**config.mk**
```make
export PLATFORM = sky130hd
export DESIGN_NAME = pipe_ctrl_flat
export DESIGN_NICKNAME = d
export VERILOG_FILES = /design/src/rtl/pipe_ctrl_pkg.sv /design/src/rtl/pipe_ctrl_if.sv /design/src/rtl/pipe_ctrl.sv /design/src/flat_wrapper.sv
export SDC_FILE = /design/constraint.sdc
export NUM_CORES = 1
export LEC_CHECK = 0
export CORE_AREA = 2 2 76 78
export CTS_CLUSTER_SIZE = 10
export DETAILED_ROUTE_END_ITERATION = 10
export DIE_AREA = 0 0 78 80
export PLACE_DENSITY = 0.76
export RECOVER_POWER = 25
export SETUP_SLACK_MARGIN = 0.1
export SYNTH_ARGS = -nofsm -noshare
export SYNTH_HDL_FRONTEND = slang
export SYNTH_SLANG_ARGS = --single-unit
```
**constraint.sdc**
```tcl
create_clock -name clk -period 1.9 [get_ports clk]
set_clock_uncertainty 0.2 [all_clocks]
set_input_delay 0.285 -clock clk [delete_from_list [all_inputs] [get_ports clk]]
set_output_delay 0.285 -clock clk [all_outputs]
set_load 0.005 [all_outputs]
```
**src/rtl/pipe_ctrl_pkg.sv**
```systemverilog
// pipe_ctrl_pkg: shared encodings for the pipeline stall/flush controller.
package pipe_ctrl_pkg;
    typedef enum logic [1:0] {RUN = 2'd0, STALL = 2'd1, FLUSH = 2'd2} state_e;

    localparam int STG_PC    = 0;
    localparam int STG_IFID  = 1;
    localparam int STG_IDEX  = 2;
    localparam int STG_EXMEM = 3;
    localparam int STG_MEMWB = 4;
    localparam int STG_WB    = 5;
    localparam int NSTG      = STG_WB + 1;

    // A stage stall freezes itself and every stage upstream of it.
    function automatic logic [NSTG-1:0] hold_upto(input int stg);
        logic [NSTG-1:0] m;
        m = '0;
        for (int i = STG_PC; i < NSTG; i++) m[i] = (i <= stg);
        return m;
    endfunction

    localparam logic [NSTG-1:0] STALL_NONE = '0;
    localparam logic [NSTG-1:0] STALL_ID   = hold_upto(STG_IDEX);
    localparam logic [NSTG-1:0] STALL_EX   = hold_upto(STG_EXMEM);
    localparam logic [NSTG-1:0] STALL_MEM  = hold_upto(STG_MEMWB);
    localparam logic [31:0]     ZERO32     = 32'h0;
    localparam int              IFID_BIT   = STG_IFID;
endpackage

```
**src/rtl/pipe_ctrl_if.sv**
```systemverilog
// pipe_ctrl_if: stage requests in, per-stage hold / redirect status out.
interface pipe_ctrl_if;
    import pipe_ctrl_pkg::*;
    logic            stallreq_id;
    logic            stallreq_ex;
    logic            stallreq_mem;
    logic            excp_req;
    logic [31:0]     excp_pc;
    logic [NSTG-1:0] stall;
    logic            flush;
    logic [31:0]     new_pc;
    logic [7:0]      stall_cnt;
    logic            stall_timeout;
    logic            pending;

    modport master (
        output stallreq_id, stallreq_ex, stallreq_mem, excp_req, excp_pc,
        input  stall, flush, new_pc, stall_cnt, stall_timeout, pending
    );
    modport slave (
        input  stallreq_id, stallreq_ex, stallreq_mem, excp_req, excp_pc,
        output stall, flush, new_pc, stall_cnt, stall_timeout, pending
    );
endinterface

```
**src/rtl/pipe_ctrl.sv**
```systemverilog
// pipe_ctrl: prioritised stall generation, exception flush/redirect and
// consecutive-stall watchdog for a 6-stage pipeline.
module pipe_ctrl
    import pipe_ctrl_pkg::*;
#(
    parameter logic [7:0] STALL_LIMIT = 8'd200
) (
    input  logic         clk,
    input  logic         rst,
    pipe_ctrl_if.slave   bus
);
    state_e          state_q, state_d;
    logic            pending_q, pending_d;
    logic [31:0]     pc_q, pc_d;
    logic [7:0]      cnt_q, cnt_d;
    logic            timeout_q, timeout_d;
    logic [NSTG-1:0] stall_req, stall_d;

    always_comb begin
        stall_req = bus.stallreq_mem ? STALL_MEM :
                    bus.stallreq_ex  ? STALL_EX  :
                    bus.stallreq_id  ? STALL_ID  : STALL_NONE;
        stall_d   = (!rst || state_q == FLUSH) ? STALL_NONE : stall_req;
        pc_d      = bus.excp_req ? bus.excp_pc : pc_q;
        pending_d = (state_q == FLUSH) && bus.excp_req;
        state_d   = bus.excp_req ? FLUSH :
                    (state_q == FLUSH) ? RUN :
                    (stall_req != STALL_NONE) ? STALL : RUN;
        // Entering FLUSH restarts the count even if a stall was active.
        cnt_d     = (state_d == FLUSH || stall_d == STALL_NONE) ? 8'd0 :
                    (cnt_q == 8'hFF) ? cnt_q : cnt_q + 8'd1;
        timeout_d = timeout_q || (cnt_d != 8'd0 && cnt_d == STALL_LIMIT);
    end

    always_ff @(posedge clk) begin
        if (!rst) begin
            state_q   <= RUN;
            pending_q <= 1'b0;
            pc_q      <= ZERO32;
            cnt_q     <= 8'd0;
            timeout_q <= 1'b0;
        end else begin
            state_q   <= state_d;
            pending_q <= pending_d;
            pc_q      <= pc_d;
            cnt_q     <= cnt_d;
            timeout_q <= timeout_d;
        end
    end

    assign bus.stall         = stall_d;
    assign bus.flush         = (state_q == FLUSH);
    assign bus.new_pc        = (state_q == FLUSH) ? pc_q : ZERO32;
    assign bus.stall_cnt     = cnt_q;
    assign bus.stall_timeout = timeout_q;
    assign bus.pending       = pending_q;
endmodule

```
**src/flat_wrapper.sv**
```systemverilog
// flat-port wrapper written by rule: the top's interface ports become plain ports
module pipe_ctrl_flat import pipe_ctrl_pkg::*;
#(
    parameter logic [7:0] STALL_LIMIT = 8'd200
)
  (clk, rst, bus_stallreq_id, bus_stallreq_ex, bus_stallreq_mem, bus_excp_req, bus_excp_pc, bus_stall, bus_flush, bus_new_pc, bus_stall_cnt, bus_stall_timeout, bus_pending);
  pipe_ctrl_if bus_i ();
  input  logic clk;
  input  logic rst;
  input wire logic [$bits(bus_i.stallreq_id)-1:0] bus_stallreq_id;
  input wire logic [$bits(bus_i.stallreq_ex)-1:0] bus_stallreq_ex;
  input wire logic [$bits(bus_i.stallreq_mem)-1:0] bus_stallreq_mem;
  input wire logic [$bits(bus_i.excp_req)-1:0] bus_excp_req;
  input wire logic [$bits(bus_i.excp_pc)-1:0] bus_excp_pc;
  output wire logic [$bits(bus_i.stall)-1:0] bus_stall;
  output wire logic [$bits(bus_i.flush)-1:0] bus_flush;
  output wire logic [$bits(bus_i.new_pc)-1:0] bus_new_pc;
  output wire logic [$bits(bus_i.stall_cnt)-1:0] bus_stall_cnt;
  output wire logic [$bits(bus_i.stall_timeout)-1:0] bus_stall_timeout;
  output wire logic [$bits(bus_i.pending)-1:0] bus_pending;
  assign bus_i.stallreq_id = bus_stallreq_id;
  assign bus_i.stallreq_ex = bus_stallreq_ex;
  assign bus_i.stallreq_mem = bus_stallreq_mem;
  assign bus_i.excp_req = bus_excp_req;
  assign bus_i.excp_pc = bus_excp_pc;
  assign bus_stall = bus_i.stall;
  assign bus_flush = bus_i.flush;
  assign bus_new_pc = bus_i.new_pc;
  assign bus_stall_cnt = bus_i.stall_cnt;
  assign bus_stall_timeout = bus_i.stall_timeout;
  assign bus_pending = bus_i.pending;
  pipe_ctrl #(.STALL_LIMIT(STALL_LIMIT)) u_core (.clk(clk), .rst(rst), .bus(bus_i));
endmodule
```
; After elaboration in Yosys (flattened, before gate mapping)
; Cells that the tools add are included.
[totals]
in_bits = 38
reg_bits = 44
output_inout_bits = 49
wordCells = 29
[classes]
addsub = 1
eq_ne = 4
mux = 10
reduce_logical = 9
[ops]
columns = op, count
row1 = 2-to-1 mux 32 bit, 1
row2 = 2-to-1 mux 6 bit, 3
row3 = "== test 8 bit, second input constant", 2
row4 = 2-to-1 mux 8 bit, 2
row5 = "adder 8 x 1 -> 8 bit, second input constant", 1
row6 = nonzero test 8 bit, 1
row7 = zero test 6 bit, 1
row8 = nonzero test 6 bit, 1
row9 = "== test 2 bit, second input constant", 2
row10 = 2-to-1 mux 2 bit, 2
row11 = logical OR 1 bit, 3
row12 = 2-to-1 mux 3 bit, 1
row13 = logical AND 1 bit, 2
row14 = zero test 1 bit, 1
row15 = 2-to-1 mux 1 bit, 1

; Depth between registers and ports, before layout
; Gate-level depths: netlist (run 1).
[logic_depth]
depth_word = 13
mapped_depth = 7
depth_no_buf = 6

; Least setup slack after synthesis (run 1)
; Ideal clock, no wire load.
[synth_timing]
path_type = input to register
startpoint = input port bus_excp_req
endpoint = register u_core.timeout_q, in the netlist u_core.bus.stall_timeout
stages = 5
setup_ps = 84
slack_ps = 50
arrival_ps = 1566
t_required_ps = 1616
path_buffers = 2
path_cell_list = buf_2 -> or4b_4 -> buf_6 -> a211o_1 -> o31ai_2
[synth_via]
elab_chain_cells = 7
elab_cells_between_ends = 8
cone_classes = eq/ne (2) / mux (2) / reduce/logical (4)
[synth_lines]
columns = item, line_no
row1 = start: declaration, flat_wrapper.sv:13  ; input wire logic [$bits(bus_i.excp_req)-1:0] bus_excp_req;
row2 = 2-to-1 mux 2 bit (*), pipe_ctrl.sv:26  ; state_d = bus.excp_req ? FLUSH :
row3 = == test 2 bit (*), pipe_ctrl.sv:30  ; cnt_d = (state_d == FLUSH || stall_d == STALL_NONE) ? 8'd0 :
row4 = logical OR 1 bit (*), pipe_ctrl.sv:30
row5 = 2-to-1 mux 8 bit (*), pipe_ctrl.sv:30
row6 = == test 8 bit / nonzero test 8 bit (equally long branches), pipe_ctrl.sv:32  ; timeout_d = timeout_q || (cnt_d != 8'd0 && cnt_d == STALL_LIMIT);
row7 = logical AND 1 bit (*), pipe_ctrl.sv:32
row8 = logical OR 1 bit (*), pipe_ctrl.sv:32
row9 = end signal: assignment, pipe_ctrl.sv:47  ; timeout_q <= timeout_d;
row10 = end: declaration, pipe_ctrl.sv:16  ; logic timeout_q, timeout_d;
; Every way passes the cells marked *; elsewhere a longest branch is shown, timed or not.
; A chain may end at the register's enable or synchronous reset.

; Worst setup path in the final report (run 1)
[layout_timing]
startpoint = register u_core.state_q[0]
endpoint = register u_core.timeout_q, in the netlist u_core.bus.stall_timeout
[layout_via]
elab_chain_cells = 9
elab_cells_between_ends = 13
cone_classes = eq/ne (3) / mux (4) / reduce/logical (6)
[layout_lines]
columns = item, line_no
row1 = start: declaration, pipe_ctrl.sv:12  ; state_e state_q, state_d;
row2 = start signal: assignment, pipe_ctrl.sv:43  ; state_q <= state_d;
row3 = == test 2 bit (*), "pipe_ctrl.sv:23, pipe_ctrl.sv:27"
row4 = 2-to-1 mux 2 bit / logical OR 1 bit (equally long branches), "pipe_ctrl.sv:27, pipe_ctrl.sv:23"
row5 = 2-to-1 mux 2 bit / 2-to-1 mux 6 bit (equally long branches), "pipe_ctrl.sv:26, pipe_ctrl.sv:23"
row6 = == test 2 bit / zero test 6 bit (equally long branches), pipe_ctrl.sv:30
row7 = logical OR 1 bit (*), pipe_ctrl.sv:30
row8 = 2-to-1 mux 8 bit (*), pipe_ctrl.sv:30
row9 = == test 8 bit / nonzero test 8 bit (equally long branches), pipe_ctrl.sv:32
row10 = logical AND 1 bit (*), pipe_ctrl.sv:32
row11 = logical OR 1 bit (*), pipe_ctrl.sv:32
; Marks and branches as above.

==> results of run 1 <==
-- layout make-up --
class | instances | area share [%]
multi-input combinational | 146 | 33.7
tap | 72 | 2.77
clock buffer | 5 | 2.12
sequential | 44 | 27.2
clock inverter | 3 | 2.77
timing repair buffer | 108 | 30.2
timing repair inverter | 1 | 0.500
inverter | 3 | 0.731
-- layer usage --
layer	up-vias	wire [um]	global-route usage, %	part of all wire (%)
li1	886	-	-	-
met1	786	2260	18.0	46
met2	58	2320	27.2	47
met3	5	308	4.52	6.2
met4	0	46	3.68	0.93
met5	-	0	0	0
-- metrics by stage --
step           setup WS (ns)  std cells  hold WS (ns)
6_report             -0.0878        382         0.172
5_1_grt               -0.179        382         0.186
4_1_cts               -0.141        374         0.141
3_5_place_dp          -0.286        364         0.277
3_3_place_gp          -0.235        364         0.274
2_1_floorplan         0.0500        209         0.254
-- registers in the layout (all words and copies together), names as in the netlist --
register and cells:
u_core.pc_q 32, u_core.bus.stall_cnt 8, u_core.state_q 2, u_core.bus.pending 1, u_core.bus.stall_timeout 1
-- placed cells by master (no fill, tap or decap), types with 4 or more instances in the layout --
master,netlist,routed
clkdlybuf4s50_1,0,45
buf_4,3,15
dfxtp_1,44,40
nor2_1,10,9
buf_6,1,9
buf_2,3,6
clkdlybuf4s15_1,0,8
dfxtp_2,0,4
mux2i_1,33,33
dlygate4sd2_1,0,14
nor2b_1,33,33
clkbuf_2,0,6
nand2_1,6,5
and2_1,34,31
clkbuf_8,0,5
-- logic make-up after synthesis --
group | Yosys count | synth area share [%]
and+or+nand+nor | 98 | 29.1
muxes | 33 | 16.4
AOI/OAI and AO/OA | 11 | 4.53
other | 1 | 0.186
adders and majority gates | 1 | 0.620
xor gates and xnor gates | 2 | 0.869
buffers and inverters | 19 | 4.65
DFF | 44 | 43.7
-- report_power, final --
| group | total (mW) | internal, mW | switching [mW] |
|---|---|---|---|
| logic | 0.307 | 0.189 | 0.118 |
| registers | 0.986 | 0.967 | 0.0197 |
| clock network | 0.973 | 0.657 | 0.315 |
-- worst min-delay path by stage --
stage                                   startpoint                       end  slack (ns)
after floorplan                     bus_excp_pc[0]            u_core.pc_q[0]        0.25
after global placement    u_core.bus.stall_timeout  u_core.bus.stall_timeout        0.27
after detailed placement  u_core.bus.stall_timeout  u_core.bus.stall_timeout        0.28
after CTS                             bus_excp_req   u_core.bus.stall_cnt[3]        0.14
after global routing                  bus_excp_req   u_core.bus.stall_cnt[2]        0.19
final                                 bus_excp_req   u_core.bus.stall_cnt[2]        0.17
-- cells in the mapped netlist --
| cell type | n |
|---|---|
| a211oi_4 | 1 |
| conb_1 | 1 |
| o21a_1 | 1 |
| mux2i_1 | 33 |
| o31ai_2 | 1 |
| nor4b_1 | 1 |
| or4b_4 | 1 |
| nor2_1 | 10 |
| nand4b_1 | 1 |
| xor2_1 | 1 |
| nand2b_2 | 1 |
| ha_1 | 1 |
| o21ai_0 | 1 |
| nor2b_1 | 33 |
| buf_6 | 1 |
| o211ai_1 | 1 |
| nand2_1 | 6 |
| and3_1 | 3 |
| nand3_1 | 2 |
| inv_1 | 2 |
| dfxtp_1 | 44 |
| and2_1 | 34 |
| nor3_1 | 3 |
| a21oi_1 | 2 |
| xnor2_1 | 1 |
| inv_2 | 1 |
| buf_4 | 3 |
| buf_2 | 3 |
| a211o_1 | 1 |
| a211oi_1 | 1 |
| nand4_1 | 1 |
| buf_1 | 3 |
| clkbuf_1 | 6 |
| and4_1 | 2 |
| a31oi_1 | 2 |
-- what timing repair did --
item	4_1_cts	5_1_grt
hold endpoints to repair	0	0
cloned	0	1
setup buffers	2	8
setup endpoints to repair	43	48
pin swaps	3	2
gates resized for setup	59	58
-- worst max-delay path, stage by stage, from the launching register on --
cell	delay, ns
dfxtp_1	0.31
nand2b_4	0.21
clkinv_8	0.08
or4b_4	0.58
a211oi_4	0.20
nand4b_1	0.15
o31ai_2	0.18
==> impl_metrics.toml, run 1 <==
[global_route]
grt_util_all_layers_pct = 15.3
antenna_found_initial = 0
overflow = 0
grt_start_max_net_pins = 36
grt_pass1_wl_um = 7650
grt_pass1_vias = 1698

[drt]
totalWireLength_um = 4930
ant_nets = 0
drtPass1Iterations = 4
viasPerCell = 4.54
first_iter_violations = 46
remaining_drc_errors = 0
wl_per_cell_um = 12.9
vias = 1735

[timing]
fin_crit_sh_pct = 105
slew_headroom_pct = 61.9
worst_slack_ns = -0.0878
finalHoldViolations = 0
fin_setup_tns_ns = -0.286
slew_viol_final = 0
period_minus_slack_ns = 1.99
final-setup-viol-count = 17
fmax_ghz = 0.503
worst_pin_slew_ns = 0.571
rsz0062_at_grt = "yes"

[yosys]
yosysWarnings = 0
ys_types = 35
synthCells = 209
synth.top_cell.area_share_pct = 43.7
synth_area_leader_cell = "dfxtp_1"
syn-num-nets = 248
synth_area_per_cell_sq_um = 9.65
synth_seq_cells = 44
ys_top_cells_by_area = "dfxtp_1, mux2i_1, and2_1"
synth_area_sq_um = 2020
ys_seq_area_share_pct = 43.7

[final_layout]
diodes = 0
finalInstanceArea_sq_um = 3250
seqCellArea_sq_um = 886
final_core_util_pct = 60.2
multi_input_area_sq_um = 1090
syn_to_final_growth_pct = 61.3
fillers = 499
layout.nets = 348
drive_gt1_share_pct = 21.0

[setup_path]
cp-end-kind = "flip-flop"
worstSetupPathType = "reg2reg"
critPathArrivalTime_ns = 2.00
worstRegToRegCells = 6
r2r-end = "u_core.bus.stall_timeout"
worstSetupStartpointType = "flip-flop"
reg2reg_slack_ns = -0.09
crit_fanout = 5
worst_ep_required_time_ns = 1.91
crit_end = "u_core.bus.stall_timeout"
reg2reg_from = "u_core.state_q[0]"
startpoint = "u_core.state_q[0]"

[pwr]
p_per_area_nw_per_um2 = 697
ir_drop_mv = 0.393
power_mw = 2.27
leakage_nw = 1.52

[place]
portBuffers = 85
gp_congestion = 0.858
dp_hpwl_um = 3260
dpl_cell_area_sq_um = 2980

[die]
io_pins = 87
die_h_um = 80
placementRows = 27
initial_core_util_pct = 37.3
coreArea_sq_um = 5410
die_x_um = 78
die-area_sq_um = 6240

[clocking]
root_buffer = "clkbuf_8"
hold_buffers = 0
path_clk_slew_ns = 0.08
cts_buffers = 5
cts.sinks = 44
cts_tree = "built"
htree_levels = 2
insertion_delay_ns = 0.29
max-clock-path-buffers = 2

[worst_hold_path]
hold_path.class = "in2reg"
hold_depth = 3

[run_status]
violations = "negative setup slack"
outcome = "finished, violations left"

[flow_run]
maxCapViolations = 0
(Power assumes the default switching activity.)
==> run 2: changes to the inputs <==
--- a/config.mk
+++ b/config.mk
@@ -9,9 +9,11 @@
 export CTS_CLUSTER_SIZE = 10
 export DETAILED_ROUTE_END_ITERATION = 10
 export DIE_AREA = 0 0 78 80
+export GPL_ROUTABILITY_DRIVEN = 0
 export PLACE_DENSITY = 0.76
 export RECOVER_POWER = 25
 export SETUP_SLACK_MARGIN = 0.1
+export SKIP_LAST_GASP = 1
 export SYNTH_ARGS = -nofsm -noshare
 export SYNTH_HDL_FRONTEND = slang
 export SYNTH_SLANG_ARGS = --single-unit
==> run 2 against run 1 <==
Compared with the run above: the run still ends with negative setup slack left; largest power group unchanged; global-route usage barely moved; wire length fell by 2.5%; critical endpoint is now bus_new_pc[3]; non-clock buffer count shrank 5; clock-buffer cell count is the same; highest routed layer unchanged; sequential share of layout area grew 0.24 points; worst setup slack worse by 0.055 ns; core utilization down 0.53 points; cell area fell by 0.88%; power is 0.34% lower.
==> impl_metrics.toml, run 2 (synthesis results as in run 1) <==
[timing]
fmax_ghz = 0.490
slew_headroom_pct = 58.8
slew_viol_final = 0
fin_crit_sh_pct = 108
worst_slack_ns = -0.143
period_minus_slack_ns = 2.04
final-setup-viol-count = 35
rsz0062_at_grt = "yes"
worst_pin_slew_ns = 0.618
finalHoldViolations = 0

[setup_path]
worstSetupStartpointType = "flip-flop"
cpMaxStageDelayCell = "clkdlybuf4s50_1"
worstSetupPathType = "reg2out"
crit_fanout = 18
cp-end-kind = "primary output"
worstRegToRegCells = 6
critPathArrivalTime_ns = 1.56
reg2reg_from = "u_core.state_q[0]"
timing.critical_path.slowest_cell_delay_ns = 0.52
crit_chain = "nand2b_4 -> inv_12 -> and2_1 -> clkdlybuf4s50_1"
reg2reg_slack_ns = -0.08
r2r-end = "u_core.bus.stall_timeout"
worst_ep_required_time_ns = 1.41

[final_layout]
syn_to_final_growth_pct = 59.9
diodes = 0
drive_gt1_share_pct = 15.1
final_core_util_pct = 59.7
regMostFlops = "u_core.pc_q"
layout.nets = 343
final_cell_mix = "clkdlybuf4s50_1, dfxtp_1, and2_1"
largest_reg_flops = 32
final_common_cell = "clkdlybuf4s50_1"

[clocking]
htree_levels = 2
cts_buffers = 5
root_buffer = "clkbuf_8"
path_clk_slew_ns = 0.08
cts_tree = "built"
max-clock-path-buffers = 2
insertion_delay_ns = 0.29
cts.sinks = 44

[pwr]
ir_drop_mv = 0.394
p_per_area_nw_per_um2 = 700
power_mw = 2.26
leakage_nw = 1.36

[worst_hold_path]
hp-start = "bus_excp_req"
hold_path.class = "in2reg"
hold_depth = 3
holdPathEnd = "u_core.bus.stall_cnt[2]"

[global_route]
overflow = 0
antenna_found_initial = 0
grt_pass1_wl_um = 7670
grt_start_max_net_pins = 36
grt_util_all_layers_pct = 15.3
grt_pass1_vias = 1700

[drt]
first_iter_violations = 54
remaining_drc_errors = 0
wl_per_cell_um = 12.8
totalWireLength_um = 4810
viasPerCell = 4.55
vias = 1716
ant_nets = 0
drtPass1Iterations = 4

[die]
initial_core_util_pct = 37.3
io_pins = 87
die-area_sq_um = 6240
die_h_um = 80
die_x_um = 78
coreArea_sq_um = 5410
placementRows = 27

[flow_run]
maxCapViolations = 0

[place]
portBuffers = 85
pre_cts_ws_ns = -0.286
dp_hpwl_um = 3260

[run_status]
outcome = "finished, violations left"
violations = "negative setup slack"
run 2: critical path: cells and delay by family, from the launching register on:
kind | cells | cell delay, ns
AND/OR/NAND/NOR | 2 | 0.34
flip-flops | 1 | 0.30
buffers and inverters | 2 | 0.63
run 2: worst max path at each step:
| stage | startpoint | to | cells past startpoint |
|---|---|---|---|
| 6_report | u_core.state_q[0] | bus_new_pc[3] | 4 |
| 5_1_grt | u_core.state_q[0] | bus_new_pc[3] | 4 |
| 4_1_cts | u_core.state_q[0] | bus_new_pc[8] | 4 |
| 3_5_place_dp | bus_stallreq_mem | u_core.bus.stall_timeout | 6 |
| 3_3_place_gp | bus_stallreq_ex | u_core.bus.stall_timeout | 5 |
| 2_1_floorplan | bus_excp_req | u_core.bus.stall_timeout | 5 |
run 2: layer usage:
layer / track usage, % / wire length [um] / up-vias
met3: 4.64 / 306 / 5
met5: 0 / 0 / -
met1: 18.2 / 2200 / 784
met4: 3.68 / 46 / 0
li1: - / - / 871
met2: 27.0 / 2250 / 56
run 2: power breakdown:
part	internal, mW	leakage (nW)	switching, mW
sequential	0.966	0.364	0.0193
clock	0.657	0.0784	0.315
combinational	0.186	0.913	0.114
run 2: what timing repair did:
item	in CTS	in global routing
pin swaps	3	1
gates cloned	0	1
buffers inserted	2	3
gates resized for setup	28	16
hold buffers	0	0
setup endpoints to repair	43	49
run 2: per-stage QoR:
| step | instance area (sq um) | hold WS (ns) | std cells | TNS (ns) |
|---|---|---|---|---|
| floorplan | 2020 | 0.254 | 209 | 0 |
| global placement | 2980 | 0.274 | 364 | -4.45 |
| detailed placement | 2980 | 0.277 | 364 | -4.81 |
| finish | 3220 | 0.176 | 377 | -4.00 |
| CTS | 3150 | 0.141 | 374 | -4.32 |
| global route | 3220 | 0.194 | 377 | -6.88 |
run 2: cell type report:
type,instances,area (sq um)
clock buffers,5,68.8
multi-input cells,146,1080
flip-flops and latches,44,886
well taps,72,90.1
repair buffers,103,972
fillers,483,2180
repair inverters,1,11.3
inverters,3,23.8
clock inverters,3,90.1
==> run 3: changes to the inputs <==
--- a/config.mk
+++ b/config.mk
@@ -12,6 +12,7 @@
 export GPL_ROUTABILITY_DRIVEN = 0
 export PLACE_DENSITY = 0.76
 export RECOVER_POWER = 25
+export REMOVE_ABC_BUFFERS = 1
 export SETUP_SLACK_MARGIN = 0.1
 export SKIP_LAST_GASP = 1
 export SYNTH_ARGS = -nofsm -noshare
==> run 3 against run 2 <==
Compared with the run above: via count down 0.12%; critical path depth is the same; first-iteration DRC count fell by 5.6%; critical path type unchanged; worst hold slack worse by 0.025 ns; wire length is 1.1% higher; die area is the same; largest cell class unchanged; the flow still finishes with violations (negative setup slack); cell area decreased by 4.0%.
==> impl_metrics.toml, run 3 (synthesis results as in run 1) <==
[clocking]
insertion_delay_ns = 0.29
max-clock-path-buffers = 2
cts_tree = "built"
htree_levels = 2
cts_buffers = 5
cts.sinks = 44
root_buffer = "clkbuf_8"
path_clk_slew_ns = 0.08

[die]
placementRows = 27
initial_core_util_pct = 37.3
die_h_um = 80
die-area_sq_um = 6240
die_x_um = 78
io_pins = 87
coreArea_sq_um = 5410

[final_layout]
layout.nets = 340
regMostFlops = "u_core.pc_q"
stdcell_count = 373
finalInstanceArea_sq_um = 3100
drive_gt1_share_pct = 12.6
diodes = 0
final_common_cell = "clkdlybuf4s50_1"
final_cell_mix = "clkdlybuf4s50_1, dfxtp_1, and2_1"
syn_to_final_growth_pct = 53.5
largest_reg_flops = 32

[timing]
rsz0062_at_grt = "yes"
fin_setup_tns_ns = -4.31
slew_viol_final = 0
finalHoldViolations = 0
fmax_ghz = 0.489
hold_slack_ns = 0.151
fin_crit_sh_pct = 108
worst_slack_ns = -0.147
slew_headroom_pct = 61.6
period_minus_slack_ns = 2.05
worst_pin_slew_ns = 0.575
final-setup-viol-count = 36

[drt]
wl_per_cell_um = 13.0
viasPerCell = 4.60
remaining_drc_errors = 0
vias = 1714
drtPass1Iterations = 4
first_iter_violations = 51
totalWireLength_um = 4860
ant_nets = 0

[global_route]
grt_util_all_layers_pct = 15.7
grt_pass1_vias = 1677
grt_pass1_wl_um = 7790
antenna_found_initial = 0
overflow = 0
grt_start_max_net_pins = 36

[setup_path]
cp-end-kind = "primary output"
worst_ep_required_time_ns = 1.41
worstSetupPathType = "reg2out"
critPathArrivalTime_ns = 1.56
worstSetupStartpointType = "flip-flop"
crit_fanout = 17

[run_status]
outcome = "finished, violations left"
violations = "negative setup slack"

[worst_hold_path]
hold_path.class = "in2reg"

[place]
dpl_cell_area_sq_um = 2980
portBuffers = 85
dp_hpwl_um = 3260
place_inst = 364

[flow_run]
maxCapViolations = 0

[pwr]
ir_drop_mv = 0.419
leakage_nw = 1.32
p_per_area_nw_per_um2 = 588
[run 3: report_power, final]
part | switching [mW] | total [mW] | internal [mW]
Sequential | 0.0192 | 0.986 | 0.967
Combinational | 0.109 | 0.288 | 0.179
Clock | 0.294 | 0.545 | 0.250
[run 3: final cells by class]
cell class,count,area (sq um)
clock buffer,6,72.6
clock inverter,1,5.00
fill,494,2310
inverter,3,23.8
multi-input combinational,146,1060
sequential,44,886
tap,72,90.1
timing repair buffer,100,947
timing repair inverter,1,11.3
[run 3: per-stage QoR]
step	power (mW)	util [%]	setup WS, ns
3_5_place_dp	1.29	55.0	-0.263
5_1_grt	1.91	57.3	-0.210
3_3_place_gp	1.29	55.0	-0.238
4_1_cts	1.83	57.1	-0.151
2_1_floorplan	1.11	-	0.0118
6_report	1.82	57.3	-0.147
[run 3: critical path, cell delays in order (launching register included)]
cell and delay [ns]:
dfxtp_1 0.30, nand2b_4 0.20, inv_8 0.13, and2_1 0.14
clkdlybuf4s50_1 0.49
[run 3: final timing paths]
| path | slack (ns) | depth (start not counted) | startpoint | end |
|---|---|---|---|---|
| worst max register to register | -0.09 | 5 | u_core.state_q[0] | u_core.bus.stall_timeout |
| worst max-delay path | -0.15 | 4 | u_core.state_q[0] | bus_new_pc[17] |
| worst min-delay path | 0.15 | 3 | bus_excp_req | u_core.bus.stall_cnt[3] |
| worst min register to register | 0.30 | 2 | u_core.bus.stall_timeout | u_core.bus.stall_timeout |
[run 3: what timing repair did]
item	CTS	global route
buffers inserted	1	0
gates resized for setup	16	11
cloned	0	1
pin swaps	2	2
endpoints found under the setup margin	44	46
hold endpoints to repair	0	0
hold buffers	0	0
[run 3: routing by layer]
metal | up-vias | part of all wire, % | track usage, %
met4 | 0 | 0.86 | 4.74
li1 | 869 | - | -
met2 | 64 | 44 | 24.2
met1 | 774 | 48 | 20.7
met3 | 7 | 7.3 | 5.20
met5 | - | 0 | 0
